===== config.mk =====
export PLATFORM = sky130hd
export DESIGN_NAME = fetch_unit
export DESIGN_NICKNAME = d
export VERILOG_FILES = /design/src/rtl/fetch_pkg.sv /design/src/rtl/br_resolve.sv /design/src/rtl/fetch_unit.sv
export SDC_FILE = /design/constraint.sdc
export NUM_CORES = 1
export LEC_CHECK = 0
export ABC_AREA = 1
export CORE_MARGIN = 4
export CORE_UTILIZATION = 50
export DETAILED_ROUTE_END_ITERATION = 12
export GPL_TIMING_DRIVEN = 0
export PLACE_DENSITY = 0.8
export SYNTH_ARGS = -nofsm -noshare
export SYNTH_HDL_FRONTEND = slang
export SYNTH_SLANG_ARGS = --single-unit
export TNS_END_PERCENT = 30

===== constraint.sdc =====
create_clock -name CLK -period 2.4 [get_ports CLK]
set_clock_uncertainty 0.15 [all_clocks]
set_input_delay 0.6 -clock CLK [delete_from_list [all_inputs] [get_ports CLK]]
set_output_delay 0.6 -clock CLK [all_outputs]
set_load 0.01 [all_outputs]

===== src/rtl/fetch_pkg.sv =====
// Shared opcodes, FSM state type and fixed instruction words for the fetch stage.
package fetch_pkg;

    localparam logic [3:0] OP_NOOP = 4'd0;
    localparam logic [3:0] OP_LOD  = 4'd1;
    localparam logic [3:0] OP_STR  = 4'd2;
    localparam logic [3:0] OP_BRA  = 4'd4;
    localparam logic [3:0] OP_BRR  = 4'd5;
    localparam logic [3:0] OP_BNE  = 4'd6;
    localparam logic [3:0] OP_ALU  = 4'd8;
    localparam logic [3:0] OP_HLT  = 4'd15;

    localparam logic [31:0] HLT_WORD = 32'hF000_0000;

    typedef enum logic [1:0] {
        IDLE = 2'd0,
        REQ  = 2'd1,
        HOLD = 2'd2
    } fetch_state_e;

endpackage


===== src/rtl/br_resolve.sv =====
// Combinational branch resolver: decides whether the branch in IR is taken and where it goes.
module br_resolve
    import fetch_pkg::*;
#(
    parameter int unsigned ADDR_W = 16
) (
    input  logic [31:0]       ir,
    input  logic [ADDR_W-1:0] ir_pc,
    input  logic [3:0]        stat,
    output logic              taken,
    output logic [ADDR_W-1:0] target
);

    logic [3:0] opcode;
    logic [3:0] mm;
    logic       cond;
    logic       unused_ir;

    assign opcode    = ir[31:28];
    assign mm        = ir[27:24];
    assign cond      = |(mm & stat);
    assign unused_ir = ^ir[23:ADDR_W];

    always_comb begin
        taken  = 1'b0;
        target = ir[ADDR_W-1:0];
        case (opcode)
            OP_BRA: taken = (mm == 4'd0) || cond;
            OP_BRR: begin
                taken  = (mm == 4'd0) || cond;
                // Offset spans the full address width, so sign extension is implicit.
                target = ir_pc + ir[ADDR_W-1:0];
            end
            OP_BNE:  taken = !cond;
            default: taken = 1'b0;
        endcase
    end

endmodule


===== src/rtl/fetch_unit.sv =====
// Instruction fetch stage: PC/IR, IMEM request/ack handshake and branch redirect.
// Optional fetch watchdog compiled in with `define FETCH_WDOG_EN.
module fetch_unit
    import fetch_pkg::*;
#(
    parameter int unsigned           ADDR_W     = 16,
    parameter logic [ADDR_W-1:0]     RESET_PC   = '0,
    parameter int unsigned           WDOG_LIMIT = 16
) (
    input  logic              CLK,
    input  logic              RST_F,
    input  logic              FETCH_EN,
    input  logic              BR_EN,
    input  logic [3:0]        STAT,
    output logic              IMEM_REQ,
    output logic [ADDR_W-1:0] IMEM_ADDR,
    input  logic              IMEM_ACK,
    input  logic [31:0]       IMEM_RDATA,
    output logic [31:0]       IR,
    output logic [3:0]        OPCODE,
    output logic [3:0]        MM,
    output logic [ADDR_W-1:0] PC,
    output logic              IR_VALID,
    output logic              BUSY,
    output logic              FETCH_ERR
);

    fetch_state_e      state_q;
    logic [ADDR_W-1:0] pc_q;
    logic [ADDR_W-1:0] addr_q;
    logic [ADDR_W-1:0] ir_pc_q;
    logic [31:0]       ir_q;
    logic              req_q;
    logic              ir_valid_q;

    logic              br_taken;
    logic [ADDR_W-1:0] br_target;
    logic [ADDR_W-1:0] pc_next;

    br_resolve #(
        .ADDR_W (ADDR_W)
    ) u_br_resolve (
        .ir     (ir_q),
        .ir_pc  (ir_pc_q),
        .stat   (STAT),
        .taken  (br_taken),
        .target (br_target)
    );

    // Resolved PC in IDLE/HOLD; also the address a same-cycle fetch is issued to.
    assign pc_next = (BR_EN && (state_q == HOLD) && br_taken) ? br_target : pc_q;

`ifdef FETCH_WDOG_EN
    localparam int unsigned WdogW = $clog2(WDOG_LIMIT + 1);
    logic [WdogW-1:0] wdog_q;
    logic             fetch_err_q;
    assign FETCH_ERR = fetch_err_q;
`else
    logic unused_wdog;
    assign unused_wdog = (WDOG_LIMIT == 0);
    assign FETCH_ERR   = 1'b0;
`endif

    always_ff @(posedge CLK or negedge RST_F) begin
        if (!RST_F) begin
            state_q    <= IDLE;
            pc_q       <= RESET_PC;
            addr_q     <= RESET_PC;
            ir_pc_q    <= RESET_PC;
            ir_q       <= 32'd0;
            req_q      <= 1'b0;
            ir_valid_q <= 1'b0;
`ifdef FETCH_WDOG_EN
            wdog_q      <= '0;
            fetch_err_q <= 1'b0;
`endif
        end else begin
            case (state_q)
                IDLE, HOLD: begin
                    pc_q <= pc_next;
                    if (FETCH_EN) begin
                        state_q    <= REQ;
                        addr_q     <= pc_next;
                        req_q      <= 1'b1;
                        ir_valid_q <= 1'b0;
`ifdef FETCH_WDOG_EN
                        wdog_q     <= '0;
`endif
                    end
                end
                REQ: begin
                    if (IMEM_ACK) begin
                        state_q    <= HOLD;
                        ir_q       <= IMEM_RDATA;
                        ir_pc_q    <= addr_q;
                        pc_q       <= addr_q + 1'b1;
                        req_q      <= 1'b0;
                        ir_valid_q <= 1'b1;
                    end
`ifdef FETCH_WDOG_EN
                    else if (wdog_q == WdogW'(WDOG_LIMIT - 1)) begin
                        // Give up: present a halt so the controller stops cleanly.
                        state_q     <= HOLD;
                        ir_q        <= HLT_WORD;
                        req_q       <= 1'b0;
                        ir_valid_q  <= 1'b1;
                        fetch_err_q <= 1'b1;
                    end else begin
                        wdog_q <= wdog_q + 1'b1;
                    end
`endif
                end
                default: begin
                    state_q <= IDLE;
                    req_q   <= 1'b0;
                end
            endcase
        end
    end

    assign IMEM_REQ  = req_q;
    assign IMEM_ADDR = addr_q;
    assign BUSY      = req_q;
    assign IR        = ir_q;
    assign OPCODE    = ir_q[31:28];
    assign MM        = ir_q[27:24];
    assign PC        = pc_q;
    assign IR_VALID  = ir_valid_q;

endmodule


== After elaboration in Yosys (flattened, before gate mapping) ==
Index checks and enable logic that the tools add are counted.
Word-level totals
  bits in latches: 0
  memories kept: 0
  bits of input ports: 41
  RAM bits: 0
  output and inout bits: 76
  logic and storage cells: 46
  register bits after elaboration: 84
  bits in read-only memories: 0
Cells by class
  shift operators: 0
  order comparisons: 0
  $mul: 0
  $add $sub $neg: 2
  bitwise gates (word level): 1
  multiplexer cells: 14
  reduce and logical (&&, ||, !) cells: 15
  div/mod/pow operators: 0
  equality and inequality tests: 7
Operator list (count)
  $mux W16: 3
  $pmux W16 S2: 1
  $add A16 B1 Y16 const B: 1
  $add A16 B16 Y16: 1
  $eq A4 B3 Y1 const B: 3
  $reduce_and A2 Y1: 4
  $pmux W1 S2: 3
  $and A4 B4 Y4: 1
  $logic_not A4 Y1: 1
  $mux W1: 4
  $mux W2: 2
  $ne A2 B2 Y1 const B: 2
  $pmux W2 S2: 1
  $reduce_or A2 Y1: 2
  $reduce_or A4 Y1: 1
  $reduce_and A3 Y1: 1
  $eq A2 B1 Y1 const B: 1
  $eq A2 B2 Y1 const B: 1
  $logic_and A1 B1 Y1: 2
  $logic_not A2 Y1: 1
  $reduce_bool A2 Y1: 1
  $logic_not A1 Y1: 1
  $logic_or A1 B1 Y1: 1

== Logic depth before layout (Yosys ltp) ==
Gate-level depths: netlist (run 1).
  depth in word-level cells: 7
  depth in mapped cells: 14

== Hierarchy ==
A second synthesis (run 1) with hierarchy kept.
Unflattened totals
  cell total of the unflattened synthesis: 741
  area total of the unflattened synthesis: 5102.4 um^2
Modules (own cells, without submodules)
  fetch_unit: times used 1, seq. area each 2077.0 um^2, cells an instance 504, area each 3922.5 um^2
  br_resolve: times used 1, seq. area each 0.0 um^2, cells an instance 237, area each 1179.9 um^2

== Least setup slack after synthesis (run 1) ==
No wires, ideal clock.
  path type: reg-to-reg
  from: register ir_q[0], in the netlist IR[0]
  to: register pc_q[8], in the netlist PC[8]
  library setup time: 116 ps
  cell stages (with the launch flop): 13
  path slack: 250 ps
  data required time: 2134 ps
  arrival: 1884 ps
  path through: dfrtp_1 ha_1 fa_1 nand2_1 nand2_1 and2_1 a21oi_1 xor2_1 nand2_1 nand2_1 nand3_1 nand2_1 nand2_1
Between the ends
  word-level cells in the longest chain between the ends: 4
RTL lines
  start: declaration: line fetch_unit.sv:32  | logic [31:0] ir_q;
  start signal: assignment: line fetch_unit.sv:70  | ir_q <= 32'd0;
  start signal: assignment: line fetch_unit.sv:94  | ir_q <= IMEM_RDATA;
  $add A16 B16 Y16: line br_resolve.sv:32  | target = ir_pc + ir[ADDR_W-1:0];
  $mux W16: line br_resolve.sv:27  | case (opcode)
  $mux W16: line fetch_unit.sv:51  | assign pc_next = (BR_EN && (state_q == HOLD) && br_taken) ? br_target : pc_q;
  $pmux W16 S2: line fetch_unit.sv:78  | case (state_q)
  end signal: assignment: line fetch_unit.sv:80  | pc_q <= pc_next;
  end signal: assignment: line fetch_unit.sv:96  | pc_q <= addr_q + 1'b1;
  end: declaration: line fetch_unit.sv:29  | logic [ADDR_W-1:0] pc_q;
Every way passes these cells.
A chain may end at the register's enable or synchronous reset.

== Worst setup path after layout (run 1) ==
  from: input STAT[2]
  to: register pc_q[12], in the netlist PC[12]
Between the ends
  word-level cells in the longest chain between the ends: 7
  elaborated cells on any way between the ends: 8
  classes of those cells: mux: 3; bitwise: 1; reduce/logical: 4
RTL lines
  start: declaration: line fetch_unit.sv:14  | input logic [3:0] STAT,
  $and A4 B4 Y4 *: line br_resolve.sv:21  | assign cond = |(mm & stat);
  $reduce_or A4 Y1 *: line br_resolve.sv:21
  $logic_not A1 Y1 / $logic_or A1 B1 Y1 (equally long branches): line br_resolve.sv:34, br_resolve.sv:28, br_resolve.sv:30
  $pmux W1 S2 *: line br_resolve.sv:27
  $logic_and A1 B1 Y1 *: line fetch_unit.sv:51
  $mux W16 *: line fetch_unit.sv:51
  $pmux W16 S2 *: line fetch_unit.sv:78
Every way passes the cells marked *; elsewhere a longest branch is shown, timed or not.

==> impl_results.md, run 1 <==
* Outcome: finished with violations
* Failing checks: negative hold slack
* Post-synth top cells: nand2_1 (261), dfrtp_1 (84), inv_1 (84), o21ai_0 (61), nand3_1 (54)
* Crit-path cells: clkdlybuf4s50_1 > nand2_1 > nand2_1 > nor2_1 > o21ai_0 > nand2_1 > nand2_1 > nand2_2 > buf_4 > a21oi_1 > nand2_1 > nand3_1 > nand2_1 > nand2_1
* VDD IR max at 0.835 mV
* Root Driver: clkbuf_8
* Post-Synth XOR/XNOR Area at 1.76%
* Worst r2r src: IR[0]
* I/O Buffers at 115
* Library cells used by synthesis at 30
* Filler cell count at 886
* Final setup vio count at 0
* CTS Buf Count at 9
* Max Fclk at 440 MHz
* Post-Synthesis Cells at 710
* Initial antenna violation count at 0
* Compound-gate portion of the synthesized area at 9.73%
* Crit Path Max Fanout at 10
* Fin crit share at 94.7%
* Rel. slew slack at 60.7%
* Most frequent cell after synthesis: nand2_1
* Synth Flop Type: dfrtp_1
* Worst EP arrival at 2.38 ns
* Placer Congestion at 0.911
* Number of vias per cell at 5.10
* Net Count, Synth at 768
* Critical Path RT at 2.50 ns
* DRT Pass-1 Iters at 5
* DR vias at 4968
* Synth top area share at 42.1%
* Mapped Area at 4990 µm²
* Final Cell Area at 6530 µm²
* Final hold slack at -0.00645 ns
* Leakage at 3.30 nW
* EDFF count, synth at 0
* Post-Synth Simple-Gate Area at 31.6%
* Setup Fix Bufs, Post-CTS at 0
* Post-synthesis register bit count at 84
* Clk sink count at 84
* Grt ovf at 0
* Vias in the first global route at 4893
* Crit path launch type: primary input
* PwrDens at 1400 nW/µm²
* GRT Resource Usage Total at 27.1%
* Multiplexer share of the synthesized area at 0%
* Placed cell count at 959
* RSZ-0062 raised after global routing: yes
* MaxCap Viol Count at 0
* Core area at 9730 µm²
* Rows at 36
* # IOs at 117
* Worst-margin pin slew at 0.590 ns
* Die extent in y at 108 µm
* R2R Setup Slk at 0.13 ns
* Nets at 895
* Share of layout cells above drive strength 1 at 7.01%
* Final non-filler cell total at 975
* Wire per inst at 15.5 µm
* Final ANT Viol Nets at 0
* Critical Path Source: STAT[2]
* Total wire length at 15.1 mm
* Number of diodes at 0
* Seq/Total Area, Yosys at 42.1%
* Final HPWL DP at 11.7 mm
* Die W at 108 µm
* Area after DPL at 6330 µm²
* Worst min path class: in2async
* Area leader, netlist: dfrtp_1
* DIE AREA at 11600 µm²
* Reg clk slew, reported paths at 0.09 ns
* DRT iter0 DRCs at 371
* Synth-to-Final Area Change at 31.0%
* CP max stage delay at 0.41 ns
* Syn_area_per_cell at 7.02 µm²
* R2r worst-path depth at 12
* Clk buf depth at 2
* Largest net degree at the start of global routing at 59
* CP max-delay cell: clkdlybuf4s50_1
* Cell mode on critical path: nand2_1
* CTS tree: yes
* Initial Util at 51.3%
* Asr flop ratio synth at 100%
* CP Capture Type: register
* Synth Warn # at 0
* Dominant cells by area after synthesis: dfrtp_1 (42%), nand2_1 (20%), inv_1 (6.3%)
* Adder-cell share of the synthesized area at 4.42%
* Max-slew violation count at 0
* Final Hold Vio Count at 2
* CTS H-tree lvls at 3
* Tmin final at 2.27 ns
* Largest family of logic cells by synthesized area: simple AND/OR/NAND/NOR gates
* Clock latency on the worst-skew pair at 0.36 ns
* CP Class: in2reg
* First-pass GRT wire length at 24.6 mm
* DRC at 0
sequential cells by signal (all words and copies together), names as in the netlist:
register and cells:
IR 32, state_q 2, ir_pc_q 16, IR_VALID 1
IMEM_ADDR 16, BUSY 1, PC 16
worst max-delay path: cells and delay by family:
kind | cells | cell delay (ns)
AO/OA/AOI/OAI | 2 | 0.17
buffers and inverters | 2 | 0.65
AND/OR/NAND/NOR | 10 | 0.96
per-layer routing:
metal | up-vias | GRT usage, % | share of wire (%)
li1 | 2490 | - | -
met1 | 2291 | 36.8 | 45
met2 | 161 | 44.1 | 47
met3 | 26 | 3.78 | 5.3
met4 | 0 | 9.83 | 2.5
met5 | - | 0 | 0
cell families after synthesis:
group / Yosys count
adder cells (fa/ha/maj): 17
buffers and inverters: 122
other: 1
AO/OA/AOI/OAI: 93
AND/OR/NAND/NOR: 383
flip-flops: 84
XOR/XNOR: 10
cell usage in the layout, fill, tap and decap left out, types with 2 or more instances in the layout:
cell and instances:
a21oi_1 18, a31oi_1 10, buf_2 9, buf_4 13, clkbuf_1 13, clkbuf_8 10
clkdlybuf4s50_1 114, clkinv_2 3, clkinv_4 2, dfrtp_1 84, ha_1 15, inv_1 84
inv_2 4, nand2_1 257, nand2_2 5, nand3_1 54, nand4_1 8, nor2_1 41
nor2_4 2, nor3_1 6, o21ai_0 60, o21ai_1 3, or2_2 3, xnor2_1 3
xor2_1 7
what timing repair did:
action                                  CTS  global route
endpoints found under the setup margin    3            16
pin swaps                                 1             2
hold buffers                              0             0
cloned                                    0             0
resized for setup                         3             9
layout make-up:
class / count / area, µm² / area share [%]
Clock inverter: 6 / 40.0 / 0.613
Inverter: 88 / 330 / 5.06
Buffer: 34 / 184 / 2.82
Timing Repair Buffer: 116 / 1180 / 18.0
Tap cell: 133 / 166 / 2.55
Clock buffer: 10 / 138 / 2.11
Multi-Input combinational cell: 504 / 2390 / 36.7
Sequential cell: 84 / 2100 / 32.2
path summary, 6_finish.rpt:
path                           to
min reg2reg                IR[20]
min                         IR[9]
max reg2reg                 PC[8]
max in group asynchronous    BUSY
max                        PC[12]
min in group CLK           IR[20]
per-stage QoR:
step | power [mW] | util [%] | setup TNS [ns] | setup slack, ns
after floorplan | 5.83 | - | 0 | 0.250
after global placement | 8.02 | 64.8 | -201.30 | -2.35
after detailed placement | 8.14 | 65.1 | -5.44 | -0.305
after CTS | 9.12 | 66.9 | -0.00811 | -0.00573
after global routing | 9.96 | 67.1 | -0.00491 | -0.00491
final | 9.15 | 67.1 | 0 | 0.126
power by group:
part           total, mW  leakage [nW]  switching [mW]  internal (mW)
logic               5.39          2.18            2.97           2.42
clock network      0.947        0.0920           0.544          0.403
registers           2.81          1.03           0.704           2.10
Power figures use the tool's default switching activity.
==> run 2: changes to the inputs <==
--- a/config.mk
+++ b/config.mk
@@ -8,6 +8,7 @@
 export ABC_AREA = 1
 export CORE_MARGIN = 4
 export CORE_UTILIZATION = 50
+export CTS_CLUSTER_SIZE = 30
 export DETAILED_ROUTE_END_ITERATION = 12
 export GPL_TIMING_DRIVEN = 0
 export PLACE_DENSITY = 0.8
==> results of run 2 <==
No change in the layout: final DEF, timing and power equal those of run 1.
==> run 3: changes to the inputs <==
--- a/config.mk
+++ b/config.mk
@@ -6,12 +6,14 @@
 export NUM_CORES = 1
 export LEC_CHECK = 0
 export ABC_AREA = 1
+export CELL_PAD_IN_SITES_DETAIL_PLACEMENT = 1
+export CELL_PAD_IN_SITES_GLOBAL_PLACEMENT = 1
 export CORE_MARGIN = 4
-export CORE_UTILIZATION = 50
+export CORE_UTILIZATION = 36
 export CTS_CLUSTER_SIZE = 30
 export DETAILED_ROUTE_END_ITERATION = 12
 export GPL_TIMING_DRIVEN = 0
-export PLACE_DENSITY = 0.8
+export PLACE_DENSITY_LB_ADDON = 0.1
 export SYNTH_ARGS = -nofsm -noshare
 export SYNTH_HDL_FRONTEND = slang
 export SYNTH_SLANG_ARGS = --single-unit
==> impl_results.md, run 3 (same netlist as run 1, synthesis figures left out) <==
* Outcome: complete, no violations (was finished with violations)
* DRT Pass-1 Iters at 4 (was 5)
* Reg clk slew, reported paths at 0.07 ns (was 0.09 ns)
* PwrDens at 1450 nW/µm² (was 1400 nW/µm²)
* DRC at 0 (unchanged)
* CP Capture Type: register (unchanged)
* Clk buf depth at 2 (unchanged)
* Commonest non-fill, non-tap cells in the layout: nand2_1 (253), clkdlybuf4s50_1 (114), dfrtp_1 (84), inv_1 (84), o21ai_0 (59) (was nand2_1 (257), clkdlybuf4s50_1 (114), dfrtp_1 (84), inv_1 (84), o21ai_0 (60))
* # IOs at 117 (unchanged)
* Critical Path Source: IR[0] (was STAT[2])
* R2R Setup Slk at 0.08 ns (was 0.13 ns)
* Rel. slew slack at 57.1% (was 60.7%)
* Largest register FFs at 32 (unchanged)
* CP Class: reg2reg (was in2reg)
* Final HPWL DP at 13.8 mm (was 11.7 mm)
* Initial antenna violation count at 0 (unchanged)
* Nets at 898 (was 895)
* I/O Buffers at 115 (unchanged)
* CP max stage delay at 0.43 ns (was 0.41 ns)
* CTS H-tree lvls at 3 (unchanged)
* Largest net degree at the start of global routing at 54 (was 59)
* Root Driver: clkbuf_16 (was clkbuf_8)
* Crit-path cells: ha_4 > fa_2 > nand2_2 > nand2_1 > and2_4 > a21oi_2 > xor2_1 > nand2_1 > nand2_2 > nand3_1 > nand2_1 > nand2_1 (was clkdlybuf4s50_1 > nand2_1 > nand2_1 > nor2_1 > o21ai_0 > nand2_1 > nand2_1 > nand2_2 > buf_4 > a21oi_1 > nand2_1 > nand3_1 > nand2_1 > nand2_1)
* Tmin final at 2.32 ns (was 2.27 ns)
* Share of layout cells above drive strength 1 at 8.05% (was 7.01%)
* Final ANT Viol Nets at 0 (unchanged)
* MaxCap Viol Count at 0 (unchanged)
* Worst r2r src: IR[0] (unchanged)
* Rows at 42 (was 36)
* Die extent in y at 126 µm (was 108 µm)
* First-pass GRT wire length at 29.2 mm (was 24.6 mm)
* Vias in the first global route at 5521 (was 4893)
* Crit Path Max Fanout at 3 (was 10)
* PnR worst setup slack at 0.0772 ns (was 0.126 ns)
* CTS Buf Count at 9 (unchanged)
* Final setup vio count at 0 (unchanged)
* CP max-delay cell: dfrtp_1 (was clkdlybuf4s50_1)
* Leakage at 3.38 nW (was 3.30 nW)
* Final hold slack at 0.0446 ns (was -0.00645 ns)
* Crit path launch type: register (was primary input)
* DP Worst Slack at -0.283 ns (was -0.305 ns)
* Initial Util at 37.2% (was 51.3%)
* Worst EP arrival at 2.42 ns (was 2.38 ns)
* Fin crit share at 96.8% (was 94.7%)
* Number of diodes at 0 (unchanged)
* Grt ovf at 0 (unchanged)
* DR vias at 5158 (was 4968)
* R2r worst-path depth at 12 (unchanged)
* Worst min path class: in2async (unchanged)
* VDD IR max at 0.655 mV (was 0.835 mV)
* Die W at 126 µm (was 108 µm)
* Number of vias per cell at 5.05 (was 5.10)
* Critical Path RT at 2.50 ns (about the same)
* DRT iter0 DRCs at 291 (was 371)
* CTS tree: yes (unchanged)
* Final Hold Vio Count at 0 (was 2)
* Max-slew violation count at 0 (unchanged)
* Core area at 13400 µm² (was 9730 µm²)
* Commonest non-fill, non-tap cell in the layout: nand2_1 (unchanged)
* Synth-to-Final Area Change at 35.5% (was 31.0%)
* RSZ-0062 raised after global routing: yes (unchanged)
* GRT Resource Usage Total at 23.0% (was 27.1%)
* Total wire length at 17.8 mm (was 15.1 mm)
* R2R Path End: PC[8] (unchanged)
* End point of the critical path: PC[8] (was PC[12])
* Filler cell count at 1714 (was 886)
* Cell mode on critical path: nand2_1 (unchanged)
* Clk sink count at 84 (unchanged)
* Clock latency on the worst-skew pair at 0.34 ns (was 0.36 ns)
* Placer Congestion at 0.849 (was 0.911)
* Max Fclk at 431 MHz (was 440 MHz)
* DIE AREA at 15800 µm² (was 11600 µm²)
* Worst-margin pin slew at 0.643 ns (was 0.590 ns)
* Wire per inst at 17.4 µm (was 15.5 µm)
run 3: layout make-up:
cell class	instances	area, µm²	share of cell area [%]
repair buffers	119	1200	17.7
multi-input cells	504	2430	36.0
flip-flops and latches	84	2100	31.1
plain buffers	34	188	2.78
well taps	176	220	3.26
inverters	88	330	4.89
clock buffers	12	256	3.80
clock inverters	4	31.3	0.463
run 3: worst min path at each step:
stage | startpoint | endpoint | slack, ns
floorplan | RST_F | BUSY | 0.15
global placement | IR[16] | IR[16] | 0.30
detailed placement | IR[16] | IR[16] | 0.32
CTS | RST_F | IR[21] | 0.06
global route | RST_F | IR[21] | 0.08
finish | RST_F | IR[21] | 0.04
run 3: critical path, delay by kind of cell (launching register included):
| kind | cells | cell delay (ns) |
|---|---|---|
| adder cells (fa/ha/maj) | 2 | 0.57 |
| AO/OA/AOI/OAI | 1 | 0.13 |
| flip-flops | 1 | 0.43 |
| XOR/XNOR | 1 | 0.19 |
| AND/OR/NAND/NOR | 8 | 0.75 |
run 3: timing repair:
action / CTS / global route
resized for setup: 7 / 16
pin swaps: 1 / 5
endpoints found under the setup margin: 6 / 18
buffers inserted: 0 / 3
hold buffers: 0 / 0
run 3: metal layers:
metal  vias up  track usage [%]  part of all wire, %
met5         -                0                    0
met4         0             5.17                  1.4
met3        19             5.17                  4.1
met2        94             37.5                   48
met1      2555             31.5                   47
li1       2490                -                    -
run 3: power breakdown:
group,switching (mW),internal [mW]
clock,0.611,0.765
sequential,0.749,2.11
combinational,3.14,2.46
run 3: stage by stage:
step	setup TNS, ns	std cells	utilization (%)	total power, mW	area, µm²
after floorplan	0	710	-	5.83	4990
after global placement	-220.41	1001	47.5	8.13	6360
after detailed placement	-5.41	1002	47.6	8.35	6380
after CTS	0	1018	49.9	9.83	6690
after global routing	-0.168	1021	50.4	10.7	6760
final	0	1021	50.4	9.83	6760
